--- config.mk ---
export PLATFORM = sky130hd
export DESIGN_NAME = uart_rx_flat
export DESIGN_NICKNAME = d
export VERILOG_FILES = /design/src/rtl/uart_rx_if.sv /design/src/rtl/uart_rx.sv /design/src/flat_wrapper.sv
export SDC_FILE = /design/constraint.sdc
export NUM_CORES = 1
export LEC_CHECK = 0
export ABC_AREA = 1
export ABC_CLOCK_PERIOD_IN_PS = 1450
export BUFFER_PORTS_ARGS = -buffer_cell sky130_fd_sc_hd__buf_4
export CAP_MARGIN = 5
export CORE_AREA = 3 3 67 69
export CTS_BUF_LIST = sky130_fd_sc_hd__clkbuf_8
export DETAILED_ROUTE_END_ITERATION = 7
export DIE_AREA = 0 0 70 72
export PLACE_DENSITY_LB_ADDON = 0.25
export SLEW_MARGIN = 20
export SYNTH_ARGS = -nofsm -noshare
export SYNTH_HDL_FRONTEND = slang
export SYNTH_SLANG_ARGS = --single-unit
--- constraint.sdc ---
create_clock -name clk -period 1.45 [get_ports clk]
set_input_delay 0.145 -clock clk [delete_from_list [all_inputs] [get_ports clk]]
set_output_delay 0.145 -clock clk [all_outputs]
set_load 0.01 [all_outputs]
--- src/rtl/uart_rx_if.sv ---
// Receive-side payload bundle of the 8N1 UART receiver.
// The receiver drives it through master; the byte consumer reads it through slave.
interface uart_rx_if;
  logic [7:0] rx_data;
  logic       rx_valid;
  logic       frame_err;
  logic       busy;

  modport master (output rx_data, output rx_valid, output frame_err, output busy);
  modport slave  (input  rx_data, input  rx_valid, input  frame_err, input  busy);
endinterface

--- src/rtl/uart_rx.sv ---
// 8N1 UART receiver: 2-flop synchroniser, oversampled bit timing and mid-cell
// 3-sample majority vote, with a byte-valid strobe and a framing-error strobe.
module uart_rx #(
  parameter int unsigned CLK_FREQ   = 50000000,
  parameter int unsigned BAUD_RATE  = 9600,
  parameter int unsigned OVERSAMPLE = 16
) (
  input  logic      clk,
  input  logic      reset_n,
  input  logic      rx,
  uart_rx_if.master bus
);

  localparam int unsigned DIV   = CLK_FREQ / (BAUD_RATE * OVERSAMPLE);
  localparam int unsigned DIV_W = (DIV > 1) ? $clog2(DIV) : 1;
  localparam int unsigned S_W   = $clog2(OVERSAMPLE);
  localparam int unsigned HALF  = OVERSAMPLE / 2;

  typedef enum logic [1:0] {IDLE, START, DATA, STOP} state_t;

  state_t           state;
  logic             rx_meta;
  logic             rx_s;
  logic [DIV_W-1:0] div_cnt;
  logic [S_W-1:0]   s_cnt;
  logic [1:0]       vote;
  logic [3:0]       bit_idx;
  logic [7:0]       shift_reg;
  logic             armed;

  logic tick;
  logic resolve;
  logic bit_val;

  assign tick    = (div_cnt == DIV_W'(DIV - 1));
  assign resolve = tick && (s_cnt == S_W'(HALF + 1));
  // Third vote is the live sample taken at the resolve tick itself.
  assign bit_val = (vote[0] & vote[1]) | (vote[0] & rx_s) | (vote[1] & rx_s);

  // Synchroniser presets to the idle-high line level.
  always_ff @(posedge clk or negedge reset_n) begin
    if (!reset_n) begin
      rx_meta <= 1'b1;
      rx_s    <= 1'b1;
    end else begin
      rx_meta <= rx;
      rx_s    <= rx_meta;
    end
  end

  always_ff @(posedge clk or negedge reset_n) begin
    if (!reset_n) begin
      state         <= IDLE;
      div_cnt       <= '0;
      s_cnt         <= '0;
      vote          <= '0;
      bit_idx       <= '0;
      shift_reg     <= '0;
      armed         <= 1'b1;
      bus.rx_data   <= 8'h00;
      bus.rx_valid  <= 1'b0;
      bus.frame_err <= 1'b0;
      bus.busy      <= 1'b0;
    end else begin
      bus.rx_valid  <= 1'b0;
      bus.frame_err <= 1'b0;
      if (rx_s) armed <= 1'b1;

      div_cnt <= tick ? '0 : div_cnt + DIV_W'(1);
      if (tick) begin
        s_cnt <= (s_cnt == S_W'(OVERSAMPLE - 1)) ? '0 : s_cnt + S_W'(1);
        if (s_cnt == S_W'(HALF - 1)) vote[0] <= rx_s;
        if (s_cnt == S_W'(HALF))     vote[1] <= rx_s;
      end

      case (state)
        IDLE: begin
          // Restart bit timing on the start edge so sampling is edge-aligned.
          if (!rx_s && armed) begin
            state    <= START;
            div_cnt  <= '0;
            s_cnt    <= '0;
            bus.busy <= 1'b1;
          end
        end
        START: begin
          if (resolve) begin
            if (!bit_val) begin
              state   <= DATA;
              bit_idx <= '0;
            end else begin
              state    <= IDLE;
              bus.busy <= 1'b0;
            end
          end
        end
        DATA: begin
          if (resolve) begin
            shift_reg <= {bit_val, shift_reg[7:1]};
            bit_idx   <= bit_idx + 4'd1;
          end
          if (tick && (s_cnt == S_W'(OVERSAMPLE - 1)) && (bit_idx == 4'd8))
            state <= STOP;
        end
        STOP: begin
          // Leaving mid-cell leaves room to catch an immediately following start edge.
          if (resolve) begin
            state    <= IDLE;
            bus.busy <= 1'b0;
            if (bit_val) begin
              bus.rx_data  <= shift_reg;
              bus.rx_valid <= 1'b1;
            end else begin
              bus.frame_err <= 1'b1;
              armed         <= 1'b0;
            end
          end
        end
        default: state <= IDLE;
      endcase
    end
  end

endmodule

--- src/flat_wrapper.sv ---
// flat-port wrapper written by rule: the top's interface ports become plain ports
module uart_rx_flat 
#(
  parameter int unsigned CLK_FREQ   = 50000000,
  parameter int unsigned BAUD_RATE  = 9600,
  parameter int unsigned OVERSAMPLE = 16
)
  (clk, reset_n, rx, bus_rx_data, bus_rx_valid, bus_frame_err, bus_busy);
  uart_rx_if bus_i ();
  input  logic clk;
  input  logic reset_n;
  input  logic rx;
  output wire logic [$bits(bus_i.rx_data)-1:0] bus_rx_data;
  output wire logic [$bits(bus_i.rx_valid)-1:0] bus_rx_valid;
  output wire logic [$bits(bus_i.frame_err)-1:0] bus_frame_err;
  output wire logic [$bits(bus_i.busy)-1:0] bus_busy;
  assign bus_rx_data = bus_i.rx_data;
  assign bus_rx_valid = bus_i.rx_valid;
  assign bus_frame_err = bus_i.frame_err;
  assign bus_busy = bus_i.busy;
  uart_rx #(.CLK_FREQ(CLK_FREQ), .BAUD_RATE(BAUD_RATE), .OVERSAMPLE(OVERSAMPLE)) u_core (.clk(clk), .reset_n(reset_n), .rx(rx), .bus(bus_i));
endmodule
Word-level counts from Yosys, hierarchy flattened --
Index checks and enable logic that the tools add are counted.
Word-level totals: input port bits 3, output and inout bits 11, register bits after elaboration 43, word-level logic and storage cells 85
Operators by class: eq/ne operators 16, mux-type cells 32, $add $sub $neg 3, bitwise gates (word level) 5, reductions and logical operators 15
Operators by type and width (count):
- two-way mux 4 bit | 7
- two-way mux 9 bit | 3
- equality test 4 bit, second input constant | 4
- two-way mux 1 bit | 14
- inequality test 2 x 1 -> 1 bit, second input constant | 6
- two-way mux 2 bit | 5
- adder 9 x 1 -> 9 bit, second input constant | 1
- equality test 9 bit, second input constant | 1
- adder 4 x 1 -> 4 bit, second input constant | 2
- one-hot mux 2 bit (4 select lines) | 1
- one-hot mux 4 bit (2 select lines) | 1
- AND reduction 4 bit | 2
- AND reduction 2 bit | 3
- AND reduction 5 bit | 1
- equality test 2 bit, second input constant | 2
- equality test 4 x 3 -> 1 bit, second input constant | 1
- logical AND 1 bit | 4
- AND 1 bit | 3
- one-hot mux 1 bit (3 select lines) | 1
- AND reduction 3 bit | 1
- nonzero test 3 bit | 1
- equality test 2 x 1 -> 1 bit, second input constant | 1
- zero test 2 bit | 1
- inequality test 2 bit, second input constant | 1
- other kinds (3) | 4

Depth between registers and ports, before layout --
Gate-level depths: netlist (run 1).
word-level depth 6, mapped depth 10

Worst setup path after synthesis (run 1) --
Ideal clock, no wire load.
kind flip-flop to flip-flop, start register u_core.div_cnt[0], end register u_core.bus.rx_data[5], arrival 1.371 ns, library setup time 0.118 ns, slack -0.039 ns, buffers on the path 1, clock period less this slack 1.489 ns, cell stages (with the launch flop) 11, required time 1.332 ns, cells stage by stage dfrtp_1 -> inv_1 -> ha_1 -> nand3_1 -> nor2_2 -> nand2_2 -> nor2_4 -> nand3_4 -> buf_6 -> nand2_1 -> o21ai_2
On the way: longest elaborated chain between the ends 3
Ends and longest elaborated chain:
- from (decl) | line uart_rx.sv:24 | logic [DIV_W-1:0] div_cnt;
- from (signal assigned) | line uart_rx.sv:69 | div_cnt <= tick ? '0 : div_cnt + DIV_W'(1);
- equality test 9 bit | line uart_rx.sv:35 | assign tick = (div_cnt == DIV_W'(DIV - 1));
- logical AND 1 bit | line uart_rx.sv:36 | assign resolve = tick && (s_cnt == S_W'(HALF + 1));
- AND reduction 3 bit (no source line)
- to (signal assigned) | line uart_rx.sv:111 | bus.rx_data <= shift_reg;
- to (decl) | line uart_rx_if.sv:9 | modport master (output rx_data, output rx_valid, output frame_err, output busy);
Every way passes these cells. A chain may end at the register's enable or synchronous reset.

Worst setup path in the final report (run 1) --
start register u_core.div_cnt[0], end register u_core.bit_idx[0]
On the way: longest elaborated chain between the ends 4, elaborated cells between the ends (all ways) 5, classes of those cells 3 x eq/ne; 2 x reduce/logical
Ends and longest elaborated chain:
- equality test 9 bit (*) | line uart_rx.sv:35
- logical AND 1 bit (*) | line uart_rx.sv:36
- inequality test 2 x 1 -> 1 bit (no source line)
- AND reduction 4 bit (no source line) (*)
- to (signal assigned) | line uart_rx.sv:100 | bit_idx <= bit_idx + 4'd1;
- to (decl) | line uart_rx.sv:27 | logic [3:0] bit_idx;
Mark *: on every way between the ends. The rest lies on a longest branch, timed or not.

==> results of run 1 <==
-- worst paths after layout --
| path | end | cells past startpoint | start |
|---|---|---|---|
| setup / recovery | u_core.bit_idx[0] | 9 | u_core.div_cnt[0] |
| hold / removal | u_core.vote[0] | 2 | reset_n |
| setup reg to reg | u_core.bit_idx[0] | 9 | u_core.div_cnt[0] |
| hold reg to reg | u_core.rx_s | 0 | u_core.rx_meta |
| max in group asynchronous | u_core.bit_idx[3] | 2 | reset_n |
| min in group clk | u_core.rx_s | 0 | u_core.rx_meta |
-- cell families (layout without fill, tap and decap cells) --
family	count (synthesis)	in the layout	synth area share
AND/OR/NAND/NOR	108	109	0.228
XOR/XNOR	4	4	0.0161
AO/OA/AOI/OAI	37	37	0.108
buffers and inverters	43	114	0.0829
adder cells (fa/ha/maj)	12	12	0.0690
flip-flops	43	43	0.497
-- report_power, final --
| group | switching [uW] | internal, uW | leakage, uW |
|---|---|---|---|
| combinational | 688 | 609 | 0.000852 |
| clock | 452 | 519 | 0.0000548 |
| sequential | 83.4 | 1300 | 0.000581 |
| total | 1220 | 2430 | 0.00149 |
-- cell usage after synthesis --
cell type and count:
sky130_fd_sc_hd__nor2_1 22, sky130_fd_sc_hd__o21ai_2 7, sky130_fd_sc_hd__nor2_2 2, sky130_fd_sc_hd__and3_1 2, sky130_fd_sc_hd__a21oi_1 6, sky130_fd_sc_hd__nand4_1 4, sky130_fd_sc_hd__inv_2 2, sky130_fd_sc_hd__o21ai_0 14
sky130_fd_sc_hd__nand3_2 2, sky130_fd_sc_hd__xnor2_1 1, sky130_fd_sc_hd__o21ai_1 2, sky130_fd_sc_hd__o21a_1 1, sky130_fd_sc_hd__o2111ai_1 2, sky130_fd_sc_hd__nand3_4 1, sky130_fd_sc_hd__ha_1 12, sky130_fd_sc_hd__inv_1 38
sky130_fd_sc_hd__xor2_1 3, sky130_fd_sc_hd__o211ai_1 3, sky130_fd_sc_hd__nor3_1 6, sky130_fd_sc_hd__dfrtp_1 40, sky130_fd_sc_hd__nor2_4 2, sky130_fd_sc_hd__buf_6 2, sky130_fd_sc_hd__nand2_1 54, sky130_fd_sc_hd__buf_4 1
sky130_fd_sc_hd__a21oi_2 1, sky130_fd_sc_hd__nand2_2 1, sky130_fd_sc_hd__dfstp_2 3, sky130_fd_sc_hd__or2_2 1, sky130_fd_sc_hd__o22ai_1 1, sky130_fd_sc_hd__nand3_1 10, sky130_fd_sc_hd__nor3b_1 1
-- layout make-up --
type | count | area, um^2 | share of cell area
multi-input cells | 162 | 1150 | 0.371
repair buffers | 66 | 537 | 0.174
clock inverters | 3 | 46.3 | 0.0150
inverters | 40 | 153 | 0.0494
clock buffers | 5 | 68.8 | 0.0222
well taps | 50 | 62.6 | 0.0202
flip-flops and latches | 43 | 1080 | 0.349
-- per-stage QoR --
step | std cells | utilization
global route | 369 | 0.779
detailed placement | 347 | 0.663
finish | 369 | 0.779
floorplan | 247 | -
CTS | 367 | 0.748
global placement | 347 | 0.663
-- worst register-to-register path: cells and delay by family, from the launching register on --
| kind | cells | cell delay [ns] |
|---|---|---|
| simple gates | 6 | 0.64 |
| flops | 1 | 0.40 |
| compound gates | 1 | 0.20 |
| fa+ha+maj | 1 | 0.15 |
| buf+inv | 1 | 0.07 |
-- metal layers --
| layer | track usage | vias to the layer above |
|---|---|---|
| met4 | 0.0830 | 0 |
| met5 | 0 | - |
| met1 | 0.287 | 908 |
| li1 | - | 937 |
| met3 | 0.0471 | 4 |
| met2 | 0.355 | 38 |
-- what timing repair did --
item | in CTS | in global routing
pin swaps | 15 | 19
setup endpoints to repair | 39 | 37
resized for setup | 32 | 34
hold buffers | 2 | 0
gates cloned | 1 | 0
setup buffers | 9 | 4
endpoints found under the hold margin | 41 | 0
==> flow_summary.toml, run 1 <==
[timing]
fin_skew_ns = 0.0130
setup-tns-final_ns = -1.73
timing.slew.headroom = 0.637
final_min_period_over_clock_period = 1.08
worst_slew_pin_slew_ns = 0.545
post-route-worst-setup-slack_ns = -0.123
hold_violations = 0
setup_viol = 26
slew_viol_final = 0
hold_slack_ns = 0.359
max_freq_ghz = 0.636
period_needed_ns = 1.57
rsz0062_at_grt = "true"

[pwr]
vdd_drop_max_mv = 1.08
power_density_mw_per_mm2 = 1180
leakage_uw = 0.00149
total_power_uw = 3650

[worst_setup_path]
r2r_setup_slack_ns = -0.12
worst_setup_path_end_kind = "flip-flop"
criticalPathCategory = "flip-flop to flip-flop"
cp-start-kind = "flip-flop"
cp_data_required_time_ns = 1.64
cp_slowest_stage_delay_ns = 0.40
crit_chain = "inv_2, ha_4, nand3_4, nor2_4, nand2_2, nor2_4, o211ai_1, nand2_1, nand2_1"
worst_path_max_delay_cell = "sky130_fd_sc_hd__dfrtp_1"
critical_path_buf_inv_count = 1
critical_path_peak_fanout = 4
top_delay_family_on_crit_path = "simple AND/OR/NAND/NOR gates"
critical_path_arrival_ns = 1.76

[routing]
drcViolationCount = 0
postRouteWirelength_mm = 5.38
avgRoutedWirePerCell_um = 14.6
routed-wl-met3_um = 194
maxUsedRoutingLayer = "met4"
ant_nets = 0
wl_met1_mm = 2.41
met2_wirelength_mm = 2.71
viasPerCell = 5.11
first_iter_violations = 124
detail_route.first_pass.iterations = 4
vias = 1887

[placed_design]
dp_hpwl_mm = 3.32
pre_cts_ws_ns = -0.148
gpl.final_weighted_congestion = 0.821
placement.io_buffers = 13
placed_area_mm2 = 0.00263

[floorplan]
die_area_mm2 = 0.00504
start_util = 0.548
die-height_um = 72
core_box_area_mm2 = 0.00397
pin_count = 14
placement_rows = 23
fp.dieW_um = 70

[global_route]
via_count_of_the_first_global_routing_pass = 1856
globalRouteOverflowTotal = 0
pin_count_of_the_biggest_net_entering_global_routing = 44
grt_first_pass_wirelength_mm = 8.49
globalRouteTotalUtil = 0.217
grt_antenna_before_repair = 0

[min_path]
hold_path.class = "input pin to asynchronous set/reset pin"

[clocking]
cts_tree = "yes"
ctsHtreeMaxLevel = 2
cts_buffers = 5
cts.clk_slew.worst_paths_ns = 0.09
clock_latency_ns = 0.31
clk_path_buf_depth = 2
clkSinkCount = 43
cts_root_buffer = "sky130_fd_sc_hd__clkbuf_8"

[yosys]
yosys_top_cell_by_area = "sky130_fd_sc_hd__dfrtp_1"
synth_top_area_frac = 0.460
ff_latch_count_synth = 43
total_number_of_yosys_warnings = 0
ys_top_cells_by_area = "sky130_fd_sc_hd__dfrtp_1 (46%), sky130_fd_sc_hd__nand2_1 (9.3%), sky130_fd_sc_hd__ha_1 (6.9%)"
mappedNetlistArea_mm2 = 0.00217
netlist-cell-type-count = 31
syn_nets = 262
synthesis.instances = 247
mean_syn_cell_area_um2 = 8.80
ys_seq_area_frac = 0.497

[cells_and_area]
layout_common_cells = "sky130_fd_sc_hd__buf_4 (59), sky130_fd_sc_hd__nand2_1 (44), sky130_fd_sc_hd__dfrtp_1 (40)"
post-route-cell-area_mm2 = 0.00309
layout_commonest_cell = "sky130_fd_sc_hd__buf_4"
largest_register_ff_count = 9
final_layout_size_suffix_gt1_frac = 0.423
nets = 333
antenna-diode-count = 0
syn2layout_area_growth_pct = 42.2
fill_cells = 247

[run]
drv.max_cap_violation_count = 0

[run_status]
violations = "setup timing"
outcome = "complete, but fails checks"
(Power assumes the default switching activity.)
==> inputs of run 2 (changes only) <==
--- a/config.mk
+++ b/config.mk
@@ -6,12 +6,11 @@
 export NUM_CORES = 1
 export LEC_CHECK = 0
-export ABC_AREA = 1
 export ABC_CLOCK_PERIOD_IN_PS = 1450
 export BUFFER_PORTS_ARGS = -buffer_cell sky130_fd_sc_hd__buf_4
 export CAP_MARGIN = 5
-export CORE_AREA = 3 3 67 69
+export CORE_AREA = 2 2 66 68
 export CTS_BUF_LIST = sky130_fd_sc_hd__clkbuf_8
 export DETAILED_ROUTE_END_ITERATION = 7
-export DIE_AREA = 0 0 70 72
+export DIE_AREA = 0 0 68 70
 export PLACE_DENSITY_LB_ADDON = 0.25
 export SLEW_MARGIN = 20
==> constraint.sdc (replaced) <==
create_clock -name clk -period 1.45 [get_ports clk]
set_input_delay 0.29 -clock clk [delete_from_list [all_inputs] [get_ports clk]]
set_output_delay 0.29 -clock clk [all_outputs]
set_load 0.01 [all_outputs]
==> flow_summary.toml, run 2 <==
[floorplan]
die_area_mm2 = 0.00476
core_box_area_mm2 = 0.00414
die-height_um = 70
placement_rows = 24
fp.dieW_um = 68
pin_count = 14
start_util = 0.521

[cells_and_area]
largest_register_ff_count = 9
nets = 260
post-route-cell-area_mm2 = 0.00309
layout_commonest_cell = "sky130_fd_sc_hd__buf_4"
layout_common_cells = "sky130_fd_sc_hd__buf_4 (55), sky130_fd_sc_hd__dfrtp_1 (40), sky130_fd_sc_hd__mux2_4 (10)"
antenna-diode-count = 0
syn2layout_area_growth_pct = 42.8
layoutNonFillerInstCount = 298
fill_cells = 254
final_layout_size_suffix_gt1_frac = 0.561

[yosys]
netlist_top_cells_count = "sky130_fd_sc_hd__dfrtp_1 (40), sky130_fd_sc_hd__nor2_1 (17), sky130_fd_sc_hd__ha_1 (12)"
mean_syn_cell_area_um2 = 12.2
ys_top_cells_by_area = "sky130_fd_sc_hd__dfrtp_1 (46%), sky130_fd_sc_hd__ha_1 (6.9%), sky130_fd_sc_hd__mux2_4 (5.6%)"
ys_seq_area_frac = 0.500
synth_top_area_frac = 0.463
synth-async-reset-ratio = 1.00
yosys_top_cell_by_area = "sky130_fd_sc_hd__dfrtp_1"
number_of_flops_mapped_to_enable_cells_by_yosys = 0
yosys_most_used_dff = "sky130_fd_sc_hd__dfrtp_1"
yosysMostFrequentCell = "sky130_fd_sc_hd__dfrtp_1"
synthesis.instances = 177
total_number_of_yosys_warnings = 0
syn_nets = 192
netlist-cell-type-count = 42
mappedNetlistArea_mm2 = 0.00216
ff_latch_count_synth = 43

[timing]
timing.slew.headroom = 0.642
fin_skew_ns = 0.0133
hold_violations = 0
worst_slew_pin_slew_ns = 0.537
final_min_period_over_clock_period = 1.21
max_freq_ghz = 0.570
rsz0062_at_grt = "true"
setup_viol = 36
slew_viol_final = 0
post-route-worst-setup-slack_ns = -0.304
period_needed_ns = 1.75

[worst_setup_path]
cp-start-kind = "flip-flop"
criticalPathCategory = "flip-flop to flip-flop"
r2r_start = "u_core.bit_idx[0]"
timing.reg2reg.worst_path_depth = 7
worst_setup_path_end_kind = "flip-flop"
worst_path_max_delay_cell = "sky130_fd_sc_hd__dfrtp_1"
top_delay_family_on_crit_path = "compound AO/OA/AOI/OAI gates"
r2r_setup_slack_ns = -0.30
critical_path_peak_fanout = 2
cp_slowest_stage_delay_ns = 0.42
cp_data_required_time_ns = 1.63
critical_path_cell_count = 7
critical_path_arrival_ns = 1.94
critical_path_buf_inv_count = 2
crit_chain = "inv_2, ha_4, nand4b_1, o41ai_2, buf_4, o2111ai_1, mux2i_1"

[routing]
first_iter_violations = 131
detail_route.first_pass.iterations = 4
viasPerCell = 5.42
vias = 1616
avgRoutedWirePerCell_um = 16.2
ant_nets = 0
drcViolationCount = 0
postRouteWirelength_mm = 4.81

[global_route]
fraction_of_met3_tracks_used_by_global_routing = 0.0467
globalRouteTotalUtil = 0.207
globalRouteOverflowTotal = 0
grt_antenna_before_repair = 0
via_count_of_the_first_global_routing_pass = 1628
pin_count_of_the_biggest_net_entering_global_routing = 44
met2_usage = 0.352
grt_first_pass_wirelength_mm = 7.53
busiest_layer = "met2"
global_route.usage.met1 = 0.255

[clocking]
cts.clk_slew.worst_paths_ns = 0.09
clkSinkCount = 43
clk_path_buf_depth = 2
cts_tree = "yes"
cts_buffers = 5
clock_latency_ns = 0.30
cts_root_buffer = "sky130_fd_sc_hd__clkbuf_8"
ctsHtreeMaxLevel = 2

[run]
drv.max_cap_violation_count = 0

[min_path]
hold_end = "u_core.rx_meta"
worst_hold_path.num_cells = 1
hold_path.class = "input pin to flip-flop"
worst_hold_startpoint = "rx"

[run_status]
violations = "setup timing"
outcome = "complete, but fails checks"

[placed_design]
placement.io_buffers = 13
dp_hpwl_mm = 3.15
placed_cells_incl_taps = 278
pre_cts_ws_ns = -0.340
placed_area_mm2 = 0.00265
gpl.final_weighted_congestion = 0.798

[pwr]
total_power_uw = 3850
leakage_uw = 0.00142
power_density_mw_per_mm2 = 1250
vdd_drop_max_mv = 0.806
[run 2: changes by cell type in the layout (fill, tap and decap cells not counted), sizes merged, moves of 3 or more]
cell	before	now
o21ai	23	5
nor2	26	17
inv	41	11
nand3	14	5
mux2	0	18
a22oi	0	3
nand4	4	0
nand2	55	9
xnor2	1	5
nor2b	0	3
nand2b	0	3
[run 2: how the worst max path moves through the flow]
| stage | slack [ns] | from | to |
|---|---|---|---|
| after floorplan | -0.45 | u_core.div_cnt[0] | u_core.bus.rx_data[0] |
| after global placement | -0.35 | u_core.div_cnt[1] | flip-flop |
| after detailed placement | -0.34 | u_core.div_cnt[0] | flip-flop |
| after CTS | -0.27 | u_core.div_cnt[0] | u_core.bus.rx_data[1] |
| after global routing | -0.36 | u_core.bit_idx[0] | flip-flop |
| final | -0.30 | u_core.bit_idx[0] | flip-flop |
[run 2: area by class of cell]
type                    count  area, um^2  area share
flip-flops and latches     43        1080       0.350
multi-input cells         121        1260       0.409
repair buffers             64         522       0.169
clock buffers               5        68.8      0.0223
clock inverters             3        46.3      0.0150
well taps                  52        65.1      0.0211
inverters                  10        42.5      0.0138
[run 2: cells by family (layout without fill, tap and decap cells)]
family                   count (synthesis)  after routing  share of synthesized area
AO/OA/AOI/OAI                           25             25                     0.0915
XOR/XNOR                                 8              8                     0.0324
adder cells (fa/ha/maj)                 13             13                     0.0747
buffers and inverters                   13             82                     0.0261
flip-flops                              43             43                      0.500
multiplexers                            20             20                      0.117
AND/OR/NAND/NOR                         55             55                      0.159
[run 2: metal layers]
layer | share of wire | vias to the layer above
met2 | 0.52 | 45
li1 | - | 763
met4 | 0.015 | 0
met1 | 0.41 | 799
met3 | 0.049 | 9
met5 | 0 | -
[run 2: where the power goes]
| group | switching (uW) | leakage, uW | internal [uW] | total, uW |
|---|---|---|---|---|
| combinational | 757 | 0.000784 | 743 | 1500 |
| clock | 419 | 0.0000548 | 519 | 937 |
| sequential | 94.4 | 0.000577 | 1320 | 1410 |
| total | 1270 | 0.00142 | 2580 | 3850 |
[run 2: metrics by stage]
step                setup TNS, ns   util  hold slack (ns)
floorplan                   -6.82      -         -0.00559
global placement            -5.75  0.638            0.298
detailed placement          -7.24  0.638            0.307
CTS                         -4.63  0.703           0.0873
global route                -7.94  0.745           0.0766
finish                      -5.01  0.745           0.0928
[run 2: timing repair]
action	CTS	global route
pin swaps	5	14
hold endpoints to repair	40	0
endpoints found under the setup margin	37	40
resized for setup	23	37
hold buffers	1	0
setup buffers	7	4
